<file path="src/rtl/line_fill_mem_pkg.sv">
// Shared types and default configuration for the line_fill_mem refill responder.
package line_fill_mem_pkg;

  localparam int unsigned DefLw  = 512;
  localparam int unsigned DefWw  = 32;
  localparam int unsigned DefAw  = 32;
  localparam int unsigned DefLat = 4;

  typedef enum logic [2:0] {
    StIdle,
    StWait,
    StRead,
    StDrain,
    StDone
  } state_e;

endpackage

</file>
<file path="src/rtl/line_fill_mem_assembler.sv">
// Line holding register: decodes the returning word's slot into a one-hot write enable
// and merges that word into the LW-bit line; all other slots keep their contents.
module line_fill_mem_assembler #(
  parameter int unsigned LW   = 512,
  parameter int unsigned WW   = 32,
  parameter int unsigned IdxW = 4
) (
  input  logic            clk,
  input  logic            rst,
  input  logic            wr_en,
  input  logic [IdxW-1:0] wr_slot,
  input  logic [WW-1:0]   wr_data,
  output logic [LW-1:0]   line
);

  localparam int unsigned NW = LW / WW;

  logic [NW-1:0] slot_we;
  logic [LW-1:0] line_q;

  always_comb begin
    slot_we = '0;
    if (wr_en) begin
      slot_we[wr_slot] = 1'b1;
    end
  end

  always_ff @(posedge clk) begin
    if (rst) begin
      line_q <= '0;
    end else begin
      for (int i = 0; i < NW; i++) begin
        if (slot_we[i]) begin
          line_q[i*WW +: WW] <= wr_data;
        end
      end
    end
  end

  assign line = line_q;

endmodule

</file>
<file path="src/rtl/line_fill_mem.sv">
// Memory-side line refill responder: reads LW/WW words from a 1-cycle sync SRAM and returns one line.
// Define CRIT_WORD_FIRST_EN to start the read sequence at the requested word (wrapping in the line).
module line_fill_mem
  import line_fill_mem_pkg::*;
#(
  parameter int unsigned LW  = DefLw,
  parameter int unsigned WW  = DefWw,
  parameter int unsigned AW  = DefAw,
  parameter int unsigned LAT = DefLat
) (
  input  logic          clk,
  input  logic          rst,
  input  logic          m_start,
  input  logic [AW-1:0] m_addr,
  output logic [LW-1:0] m_data,
  output logic          m_done,
  output logic          busy,
  output logic          mem_en,
  output logic [AW-1:0] mem_addr,
  input  logic [WW-1:0] mem_rdata
);

  localparam int unsigned NW       = LW / WW;
  localparam int unsigned IdxW     = (NW > 1) ? $clog2(NW) : 1;
  localparam int unsigned OffBits  = $clog2(LW / 8);
  localparam int unsigned WoffBits = $clog2(WW / 8);
  localparam int unsigned LatW     = (LAT > 0) ? $clog2(LAT + 1) : 1;
  localparam logic [LatW-1:0] LatInit = (LAT == 0) ? '0 : LatW'(LAT - 1);

  state_e          state_q, state_d;
  logic [LatW-1:0] lat_cnt_q, lat_cnt_d;
  logic [IdxW-1:0] rd_cnt_q, rd_cnt_d;
  logic [IdxW-1:0] start_word_q, start_word_d;
  logic [AW-1:0]   base_q, base_d;
  logic            mem_en_q, mem_en_d;
  logic [AW-1:0]   mem_addr_q, mem_addr_d;
  logic [IdxW-1:0] mem_slot_q, mem_slot_d;
  logic            rd_vld_q;
  logic [IdxW-1:0] rd_slot_q;
  logic [IdxW-1:0] word_idx;
  logic [IdxW-1:0] req_word;
  logic            unused_addr_bits;

`ifdef CRIT_WORD_FIRST_EN
  assign req_word = m_addr[WoffBits +: IdxW];
`else
  assign req_word = '0;
`endif

  // Offset bits below the line are dropped (or only partly used for the start word).
  assign unused_addr_bits = ^m_addr[OffBits-1:0];

  // Truncation to IdxW bits keeps the sequence inside the line.
  assign word_idx = start_word_q + rd_cnt_q;

  always_comb begin
    state_d      = state_q;
    lat_cnt_d    = lat_cnt_q;
    rd_cnt_d     = rd_cnt_q;
    start_word_d = start_word_q;
    base_d       = base_q;
    mem_en_d     = 1'b0;
    mem_addr_d   = mem_addr_q;
    mem_slot_d   = mem_slot_q;
    unique case (state_q)
      StIdle: begin
        if (m_start) begin
          base_d       = m_addr & ~AW'(LW / 8 - 1);
          start_word_d = req_word;
          rd_cnt_d     = '0;
          lat_cnt_d    = LatInit;
          state_d      = (LAT == 0) ? StRead : StWait;
        end
      end
      StWait: begin
        if (lat_cnt_q == '0) begin
          state_d = StRead;
        end else begin
          lat_cnt_d = lat_cnt_q - LatW'(1);
        end
      end
      StRead: begin
        mem_en_d   = 1'b1;
        mem_addr_d = base_q | (AW'(word_idx) << WoffBits);
        mem_slot_d = word_idx;
        rd_cnt_d   = rd_cnt_q + IdxW'(1);
        if (rd_cnt_q == IdxW'(NW - 1)) begin
          state_d = StDrain;
        end
      end
      StDrain: begin
        // The SRAM port is registered, so the last word lands two cycles after READ ends.
        if (!mem_en_q) begin
          state_d = StDone;
        end
      end
      StDone: begin
        state_d = StIdle;
      end
      default: begin
        state_d = StIdle;
      end
    endcase
  end

  always_ff @(posedge clk) begin
    if (rst) begin
      state_q      <= StIdle;
      lat_cnt_q    <= '0;
      rd_cnt_q     <= '0;
      start_word_q <= '0;
      base_q       <= '0;
      mem_en_q     <= 1'b0;
      mem_addr_q   <= '0;
      mem_slot_q   <= '0;
      rd_vld_q     <= 1'b0;
      rd_slot_q    <= '0;
    end else begin
      state_q      <= state_d;
      lat_cnt_q    <= lat_cnt_d;
      rd_cnt_q     <= rd_cnt_d;
      start_word_q <= start_word_d;
      base_q       <= base_d;
      mem_en_q     <= mem_en_d;
      mem_addr_q   <= mem_addr_d;
      mem_slot_q   <= mem_slot_d;
      rd_vld_q     <= mem_en_q;
      rd_slot_q    <= mem_slot_q;
    end
  end

  line_fill_mem_assembler #(
    .LW   (LW),
    .WW   (WW),
    .IdxW (IdxW)
  ) u_assembler (
    .clk     (clk),
    .rst     (rst),
    .wr_en   (rd_vld_q),
    .wr_slot (rd_slot_q),
    .wr_data (mem_rdata),
    .line    (m_data)
  );

  assign m_done   = (state_q == StDone);
  assign busy     = (state_q != StIdle);
  assign mem_en   = mem_en_q;
  assign mem_addr = mem_addr_q;

endmodule

</file>
<file path="config.mk">
export PLATFORM = sky130hd
export DESIGN_NAME = line_fill_mem
export DESIGN_NICKNAME = d
export VERILOG_FILES = /design/src/rtl/line_fill_mem_pkg.sv /design/src/rtl/line_fill_mem_assembler.sv /design/src/rtl/line_fill_mem.sv
export SDC_FILE = /design/constraint.sdc
export NUM_CORES = 1
export LEC_CHECK = 0
export CAP_MARGIN = 20
export CORE_AREA = 4 4 238 240
export DETAILED_ROUTE_END_ITERATION = 7
export DIE_AREA = 0 0 242 244
export PLACE_DENSITY = 0.63
export SYNTH_ARGS = -nofsm -noshare
export SYNTH_HDL_FRONTEND = slang
export SYNTH_SLANG_ARGS = --single-unit
</file>
<file path="constraint.sdc">
create_clock -name clk -period 2.5 [get_ports clk]
set_input_delay 0.5 -clock clk [delete_from_list [all_inputs] [get_ports clk]]
set_output_delay 0.5 -clock clk [all_outputs]
set_load 0.005 [all_outputs]
</file>
==> out/results.ini, run 1 <==
[placement]
dpl.hpwl_um = 55200
dpl-instance-area_mm2 = 0.0271
io_buffers = 605
gp_congestion = 0.842

[critical_path]
reg2reg_slack_ps = 450
required_ps = 2000
cp_data_arrival_time_ps = 1830
cp_max_fo = 12
cp-end-kind = output port
reg2reg_depth = 4
critPathLaunchType = register
crit_end = busy
criticalPathCategory = reg -> out
worstSetupStartpoint = state_q[1]
timing.rr.start = rd_slot_q[2]
r2r_end = u_assembler.line[220]

[power]
leakage_nw = 9.65
vdd_drop_max_mv = 0.517
power.density_mw_per_mm2 = 708

[synthesis]
yosys.cell_types.count = 35
ys_top_cells_by_area = dfxtp_1 57%, nand2_1 21%, a21oi_1 14%
syn_avg_cell_area_um2 = 7.72
ys_seq_area_frac = 0.571
yosysTopAreaCell = dfxtp_1
synth_edf_count = 0
yosysWarnings = 0
synth-seq-cells = 584
yosysTopAreaCellShare = 0.571
syn_area_mm2 = 0.0205
synth_cells = 2649
synth-main-ff-cell = dfxtp_1
async_flop_share = 0

[timing]
min_period_ps = 2330
slew_headroom = 0.247
worst_slew_pin_slew_ps = 1130
rsz0062_at_grt = no
fin_crit_sh = 0.930
hold_viol = 0
whs_ps = 300
fin_setup_tns_ps = 0
finClkSkew_ps = 18.3
slew_violations = 0
fmax_mhz = 430
setup_viol = 0

[job]
maxCapViolations = 0

[cells_and_area]
design_area_mm2 = 0.0293
n_antenna_cell = 0
fillers = 4981
drive_gt1_frac = 0.0669
nNetsFinal = 3206
area_growth_pct = 43.2

[die]
die_y_um = 244
die_w_um = 242
die_area_mm2 = 0.0590
core_mm2 = 0.0547
io_pins = 614
start_util = 0.374
std_cell_rows = 86

[route]
via_count = 19600
drc = 0
wl_per_cell_um = 21.1
drt_iter0_markers = 1542
ant_nets = 0
drt_pass1_iterations = 7
wl_um = 82200
vias_per_cell = 5.05

[status]
status = finished, final reports clean

[min_path]
worstHoldPathType = in -> reg
hold_depth = 2

[grt]
grt_max_degree = 94
overflow = 0
antenna_found_initial = 1
grt_pass1_vias = 18600
grt_util_all_layers = 0.262
grt_pass1_wl_um = 120000

[clock_network]
cts_max_path_buffers = 3
clock-sinks = 584
cts_hold_buf = 0
insertion_delay_ps = 610
cts_tree = done
cts_root_buffer = clkbuf_16
post_cts_buffers = 0
cts_max_level = 2
cts-buffers-inserted = 59
path_clk_slew_ps = 60
cts_resized = 0

==> through the flow <==
stage	utilization	total power [mW]	instances	setup slack (ps)
final	0.536	20.7	3890	175
after global routing	0.536	21.4	3890	63.0
after CTS	0.536	20.9	3890	44.2
after detailed placement	0.496	11.3	3779	458
after global placement	0.496	11.2	3779	518
after floorplan	-	10.6	2650	835
==> registers in the layout (all words and copies together) (netlist names) <==
register / cells
mem_addr: 27
base_q: 26
rd_slot_q: 4
rd_vld_q: 1
mem_en: 1
rd_cnt_q: 4
u_assembler.line: 512
lat_cnt_q: 3
state_q: 3
mem_slot_q: 3
==> synthesized netlist by cell type, types with 2 or more instances <==
| library cell | count |
|---|---|
| inv_1 | 5 |
| buf_2 | 39 |
| nor3_2 | 2 |
| buf_1 | 4 |
| a311oi_1 | 2 |
| nor3b_1 | 2 |
| nand2b_1 | 4 |
| nor3_1 | 11 |
| nand3_1 | 7 |
| a21oi_1 | 568 |
| clkbuf_1 | 216 |
| nor2_1 | 17 |
| o21ai_0 | 3 |
| nand2_1 | 1135 |
| ha_1 | 3 |
| nor4_2 | 2 |
| and3_1 | 3 |
| o22a_1 | 3 |
| or3_1 | 8 |
| nand3b_1 | 3 |
| nor2b_1 | 8 |
| and2_1 | 2 |
| buf_4 | 2 |
| or2_2 | 6 |
| dfxtp_1 | 584 |
==> power by group <==
group,switching (mW),internal [mW]
logic,0.942,0.494
registers,0.146,9.48
clock network,3.75,5.91
==> worst min path at each step <==
stage          slack [ps]                  start                     to
6_report              300                    rst  u_assembler.line[384]
5_1_grt               300                    rst            rd_cnt_q[3]
3_3_place_gp          440             base_q[26]           mem_addr[26]
2_1_floorplan         430             base_q[10]           mem_addr[10]
3_5_place_dp          450  u_assembler.line[290]  u_assembler.line[290]
4_1_cts               280                    rst            rd_cnt_q[3]
==> cells in the final DEF, fill, tap and decap left out, drive strengths merged, types with 3 or more instances in the layout <==
cell type,n
nand2b,4
nand3,7
clkbuf,84
o21ai,3
or3,8
buf,82
o22a,3
dfxtp,584
nand2,1135
and3,3
nor2,17
inv,6
nor3,13
a21oi,568
or2,6
nor2b,8
bufinv,9
clkdlybuf4s50,604
nand3b,3
clkinv,15
ha,3
==> layout make-up <==
cell class              count  area [um2]  share of cell area
clock buffers              84        1790              0.0612
clock inverters            27         377              0.0129
inverters                   5        18.8            0.000641
multi-input cells        1800        7790               0.266
flip-flops and latches    584       11700               0.399
well taps                 704         881              0.0301
repair buffers            686        6730               0.230
==> per-layer routing <==
metal  up-vias  track usage  part of all wire
li1       9403            -                 -
met3       181       0.0590             0.075
met1      9260        0.318              0.39
met2       798        0.454              0.49
met4         0        0.105             0.045
met5         -            0                 0
==> critical path: stages (launching register included) <==
cell and delay [ps]:
dfxtp_1 540, nor3_2 90, inv_1 70, clkdlybuf4s50_1 530
==> logic make-up after synthesis <==
kind of cell | count (synthesis) | share of synthesized area
AOI/OAI and AO/OA | 580 | 0.143
adders and majority gates | 3 | 0.00183
buffers and inverters | 266 | 0.0516
DFF | 584 | 0.571
muxes | 1 | 0.000550
other | 1 | 0.000183
and+or+nand+nor | 1214 | 0.231
Note: power is estimated with default switching activity, not from simulation.
==> inputs of run 2 (changes only) <==
Settings changed: GPL_TIMING_DRIVEN from default to 0, HOLD_SLACK_MARGIN from default to 0.05.
==> run 2 against run 1 <==
  * Final area fell by 0.15%
  * Largest power group is now sequential cells
  * Sequential power decreased by 0.4%
  * Clock power down 2%
==> out/results.ini, run 2 (synthesized netlist as in run 1, its figures left out) <==
[die]
die_w_um = 242  ; unchanged
core_mm2 = 0.0547  ; unchanged
io_pins = 614  ; unchanged
start_util = 0.374  ; unchanged
die_y_um = 244  ; unchanged
die_area_mm2 = 0.0590  ; unchanged
std_cell_rows = 86  ; unchanged

[timing]
rsz0062_at_grt = no  ; unchanged
slew_headroom = 0.252  ; was 0.247
fin_crit_sh = 0.932  ; was 0.930
fmax_mhz = 429  ; was 430 MHz
setup_viol = 0  ; unchanged
hold_viol = 0  ; unchanged
finClkSkew_ps = 22.4  ; was 18.3 ps
setup_slack_ps = 169  ; was 175 ps
slew_violations = 0  ; unchanged
min_period_ps = 2330  ; about the same
worst_slew_pin_slew_ps = 1120  ; was 1130 ps

[status]
status = finished, final reports clean  ; unchanged

[cells_and_area]
n_antenna_cell = 0  ; unchanged
drive_gt1_frac = 0.0503  ; was 0.0669
mostFrequentLayoutCell = nand2_1  ; unchanged
area_growth_pct = 43.0  ; was 43.2%
nNetsFinal = 3357  ; was 3206
utilization = 0.535  ; was 0.536
seqCellArea_mm2 = 0.0117  ; about the same
mostFrequentLayoutCells = 1135 x nand2_1, 583 x dfxtp_1, 571 x clkdlybuf4s50_1, 568 x a21oi_1, 220 x clkbuf_1  ; was 1135 x nand2_1, 604 x clkdlybuf4s50_1, 582 x dfxtp_1, 568 x a21oi_1, 76 x buf_4
fillers = 5148  ; was 4981
largest_register_ffs = 512  ; unchanged
multiInputGateArea_mm2 = 0.00773  ; was 0.00779 mm2

[min_path]
whs_endpoint = u_assembler.line[415]  ; was u_assembler.line[384]
hold_depth = 3  ; was 2
min_from = mem_rdata[31]  ; was rst
worstHoldPathType = in -> reg  ; unchanged

[critical_path]
cp_data_arrival_time_ps = 2880  ; was 1830 ps
reg2reg_slack_ps = 170  ; was 450 ps
r2r_end = u_assembler.line[411]  ; was u_assembler.line[220]
critPathLaunchType = register  ; unchanged
criticalPathCategory = reg -> reg  ; was reg -> out
cp_max_fo = 10  ; was 12
timing.rr.start = rd_vld_q  ; was rd_slot_q[2]
reg2reg_depth = 5  ; was 4
worstSetupStartpoint = rd_vld_q  ; was state_q[1]
cp-end-kind = register  ; was output port
required_ps = 3050  ; was 2000 ps

[grt]
grt_util_all_layers = 0.280  ; was 0.262
grt_max_degree = 16  ; was 94
overflow = 0  ; unchanged
antenna_found_initial = 0  ; was 1
grt_pass1_wl_um = 126000  ; was 120000 um
grt_pass1_vias = 19200  ; was 18600

[clock_network]
cts_tree = done  ; unchanged
cts_max_path_buffers = 3  ; unchanged
insertion_delay_ps = 640  ; was 610 ps
cts_root_buffer = clkbuf_16  ; unchanged
clock-sinks = 584  ; unchanged
cts_hold_buf = 0  ; unchanged
path_clk_slew_ps = 60  ; about the same
post_cts_buffers = 0  ; unchanged
cts-buffers-inserted = 60  ; was 59
cts_max_level = 2  ; unchanged
cts_resized = 1  ; was 0

[power]
finalPower_mw = 20.6  ; was 20.7 mW
power.density_mw_per_mm2 = 704  ; was 708 mW/mm2
leakage_nw = 9.57  ; was 9.65 nW
vdd_drop_max_mv = 0.524  ; was 0.517 mV

[placement]
dpl.hpwl_um = 65800  ; was 55200 um
io_buffers = 572  ; was 605
gp_congestion = 0.893  ; was 0.842
dpl_worst_slack_ps = -315  ; was 458 ps

[route]
drt_pass1_iterations = 6  ; was 7
vias_per_cell = 5.11  ; was 5.05
drc = 0  ; unchanged
drt_iter0_markers = 1485  ; was 1542
wl_per_cell_um = 21.8  ; was 21.1 um
ant_nets = 0  ; unchanged
via_count = 20600  ; was 19600
wl_um = 88000  ; was 82200 um

[job]
maxCapViolations = 0  ; unchanged

run 2: how the worst max path moves through the flow:
stage / endpoint / slack [ps] / cells past startpoint
global route: busy / 80 / 3
global placement: u_assembler.line[221] / -330 / 5
floorplan: u_assembler.line[100] / 840 / 5
CTS: m_done / 0.06 / 2
detailed placement: u_assembler.line[221] / -310 / 5
finish: u_assembler.line[411] / 170 / 5
run 2: metal layers:
metal	track usage	share of wire	up-vias
met4	0.102	0.040	0
met3	0.0678	0.082	165
met1	0.348	0.40	9870
met5	0	0	-
li1	-	-	9734
met2	0.477	0.48	865
run 2: per-stage QoR:
| step | TNS (ps) | instance area, um2 | hold WS [ps] | instances |
|---|---|---|---|---|
| final | 0 | 29200 | 260 | 4041 |
| after detailed placement | -15700 | 27100 | 444 | 3929 |
| after floorplan | 0 | 20500 | 432 | 2650 |
| after CTS | 0 | 29200 | 255 | 4040 |
| after global routing | 0 | 29200 | 271 | 4041 |
| after global placement | -21140 | 27100 | 438 | 3926 |
run 2: critical path: stages (launching register included):
cell and delay, ps:
dfxtp_1 410, nand2b_1 240, nor3_1 890, clkbuf_1 430
nand2_1 120, a21oi_1 180
run 2: final cells by class:
class,count,share of cell area
Clock buffer,87,0.0624
Buffer,260,0.0353
Multi-Input combinational cell,1800,0.264
Inverter,5,0.000642
Clock inverter,25,0.0101
Sequential cell,584,0.400
Timing Repair Buffer,576,0.197
Tap cell,704,0.0301
run 2: report_power, final:
group	leakage, nW	total [mW]	internal, mW	switching (mW)
sequential	4.71	9.59	9.48	0.110
clock	1.05	9.51	5.67	3.84
combinational	3.81	1.50	0.460	1.04
total	9.57	20.6	15.6	4.99
==> inputs of run 3 (changes only) <==
Settings changed: CORE_AREA 4 4 238 240 to 4 4 240 242, DIE_AREA 0 0 242 244 to 0 0 244 246, PLACE_DENSITY 0.63 to 0.65.
Clock period 2.5 ns to 2.1 ns, I/O delays scaled along.
==> run 3 against run 2 <==
  * The flow now finishes with violations (setup timing)
  * Utilization rose by 0.066 points
  * Die area grew 1.7%
  * Hold slack worse by 53 ps
==> out/results.ini, run 3 (synthesized netlist as in run 1, its figures left out) <==
[status]
status = finished, violations left  ; was finished, final reports clean
violations = setup timing

[placement]
dpl-instance-area_mm2 = 0.0272  ; was 0.0271 mm2
dpl.hpwl_um = 66400  ; was 65800 um
dpl_worst_slack_ps = -528  ; was -315 ps
gp_congestion = 0.881  ; was 0.893
io_buffers = 572  ; unchanged

[clock_network]
path_clk_slew_ps = 60  ; about the same
insertion_delay_ps = 630  ; was 640 ps
clock-sinks = 584  ; unchanged
cts_root_buffer = clkbuf_16  ; unchanged
cts_tree = done  ; unchanged
cts_max_path_buffers = 3  ; unchanged
cts_max_level = 2  ; unchanged
cts-buffers-inserted = 61  ; was 60
cts_hold_buf = 0  ; unchanged

[timing]
rsz0062_at_grt = yes  ; was no
fin_crit_sh = 1.01  ; was 0.932
hold_viol = 0  ; unchanged
slew_violations = 0  ; unchanged
worst_slew_pin_slew_ps = 1220  ; was 1120 ps
min_period_ps = 2130  ; was 2330 ps
setup_slack_ps = -26.9  ; was 169 ps
setup_viol = 2  ; was 0
fin_setup_tns_ps = -51.5  ; was 0 ps
finClkSkew_ps = 13.9  ; was 22.4 ps
slew_headroom = 0.188  ; was 0.252
fmax_mhz = 470  ; was 429 MHz
whs_ps = 207  ; was 260 ps

[route]
drt_pass1_iterations = 6  ; unchanged
drc = 0  ; unchanged
via_count = 20800  ; was 20600
wl_per_cell_um = 21.8  ; about the same
vias_per_cell = 5.08  ; was 5.11
drt_iter0_markers = 1558  ; was 1485
ant_nets = 0  ; unchanged
wl_um = 88900  ; was 88000 um

[die]
core_mm2 = 0.0551  ; was 0.0547 mm2
io_pins = 614  ; unchanged
std_cell_rows = 86  ; unchanged
start_util = 0.371  ; was 0.374
die_area_mm2 = 0.0600  ; was 0.0590 mm2
die_w_um = 244  ; was 242 um
die_y_um = 246  ; was 244 um

[power]
power.density_mw_per_mm2 = 843  ; was 704 mW/mm2
leakage_nw = 9.70  ; was 9.57 nW
vdd_drop_max_mv = 0.633  ; was 0.524 mV

[cells_and_area]
nNetsFinal = 3352  ; was 3357
largest_register_ffs = 512  ; unchanged
mostFrequentLayoutCell = nand2_1  ; unchanged
area_growth_pct = 44.3  ; was 43.0%
design_area_mm2 = 0.0295  ; was 0.0292 mm2
drive_gt1_frac = 0.0636  ; was 0.0503
utilization = 0.536  ; was 0.535
fillers = 5155  ; was 5148
mostFrequentLayoutCells = 1133 x nand2_1, 582 x dfxtp_1, 569 x clkdlybuf4s50_1, 568 x a21oi_1, 188 x clkbuf_1  ; was 1135 x nand2_1, 583 x dfxtp_1, 571 x clkdlybuf4s50_1, 568 x a21oi_1, 220 x clkbuf_1

[min_path]
hold_depth = 3  ; unchanged
worstHoldPathType = in -> reg  ; unchanged

[grt]
grt_pass1_vias = 19300  ; was 19200
grt_util_all_layers = 0.278  ; was 0.280
grt_pass1_wl_um = 126000  ; about the same
overflow = 0  ; unchanged
antenna_found_initial = 1  ; was 0
grt_max_degree = 16  ; unchanged

[critical_path]
cp-end-kind = register  ; unchanged
criticalPathCategory = reg -> reg  ; unchanged
cp_data_arrival_time_ps = 2670  ; was 2880 ps
reg2reg_depth = 7  ; was 5
critPathLaunchType = register  ; unchanged
cp_max_fo = 10  ; unchanged
required_ps = 2640  ; was 3050 ps

[job]
maxCapViolations = 0  ; unchanged

-- run 3: cell types whose count changed in the layout (fill, tap and decap cells not counted), sizes merged, moves of 2 or more --
cell | previous run | this run
buf | 49 | 53
clkbuf | 302 | 298
clkdlybuf4s50 | 571 | 569
clkinv | 13 | 10
dlygate4sd2 | 0 | 2
-- run 3: through the flow --
| step | power, mW | instances |
|---|---|---|
| final | 24.9 | 4082 |
| after global routing | 25.6 | 4082 |
| after detailed placement | 13.4 | 3974 |
| after CTS | 25.0 | 4084 |
| after floorplan | 12.6 | 2650 |
| after global placement | 13.4 | 3970 |
-- run 3: final cells by class --
type / instances / area [um2] / area share
well taps: 748 / 936 / 0.0317
multi-input cells: 1800 / 7840 / 0.266
plain buffers: 252 / 1040 / 0.0352
clock inverters: 21 / 297 / 0.0100
flip-flops and latches: 584 / 11700 / 0.396
diodes: 1 / 2.50 / 0.0000848
clock buffers: 93 / 1900 / 0.0644
inverters: 5 / 18.8 / 0.000636
repair buffers: 578 / 5790 / 0.196
-- run 3: metal layers --
metal / global-route usage / vias to the layer above / wire length (um) / share of wire
li1: - / 9730 / - / -
met1: 0.344 / 9961 / 35700 / 0.40
met2: 0.476 / 887 / 42800 / 0.48
met3: 0.0654 / 173 / 6950 / 0.078
met4: 0.101 / 0 / 3430 / 0.039
met5: 0 / - / 0 / 0
-- run 3: repair_timing --
action                                  CTS  global route
buffers inserted                          0             2
gates cloned                              0             0
endpoints found under the setup margin  127           352
resized for setup                        19            68
pin swaps                                 1             1
-- run 3: worst paths after layout --
kind / start / to / slack, ps
setup / recovery: rd_slot_q[1] / u_assembler.line[29] / -30
hold / removal: mem_rdata[0] / u_assembler.line[448] / 210
setup reg to reg: rd_slot_q[1] / u_assembler.line[29] / -30
hold reg to reg: base_q[22] / mem_addr[22] / 450
-- run 3: power by group --
part           switching (mW)  internal (mW)
logic                    1.27          0.557
clock network            4.56           7.07
registers               0.142           11.3
total                    5.97           18.9
-- run 3: critical path, stage by stage, from the launching register on --
cell and delay [ps]:
dfxtp_1 300, buf_2 170, buf_2 350, nor2_1 150, nand3b_1 340, clkbuf_1 420, nand2_1 130, a21oi_1 180
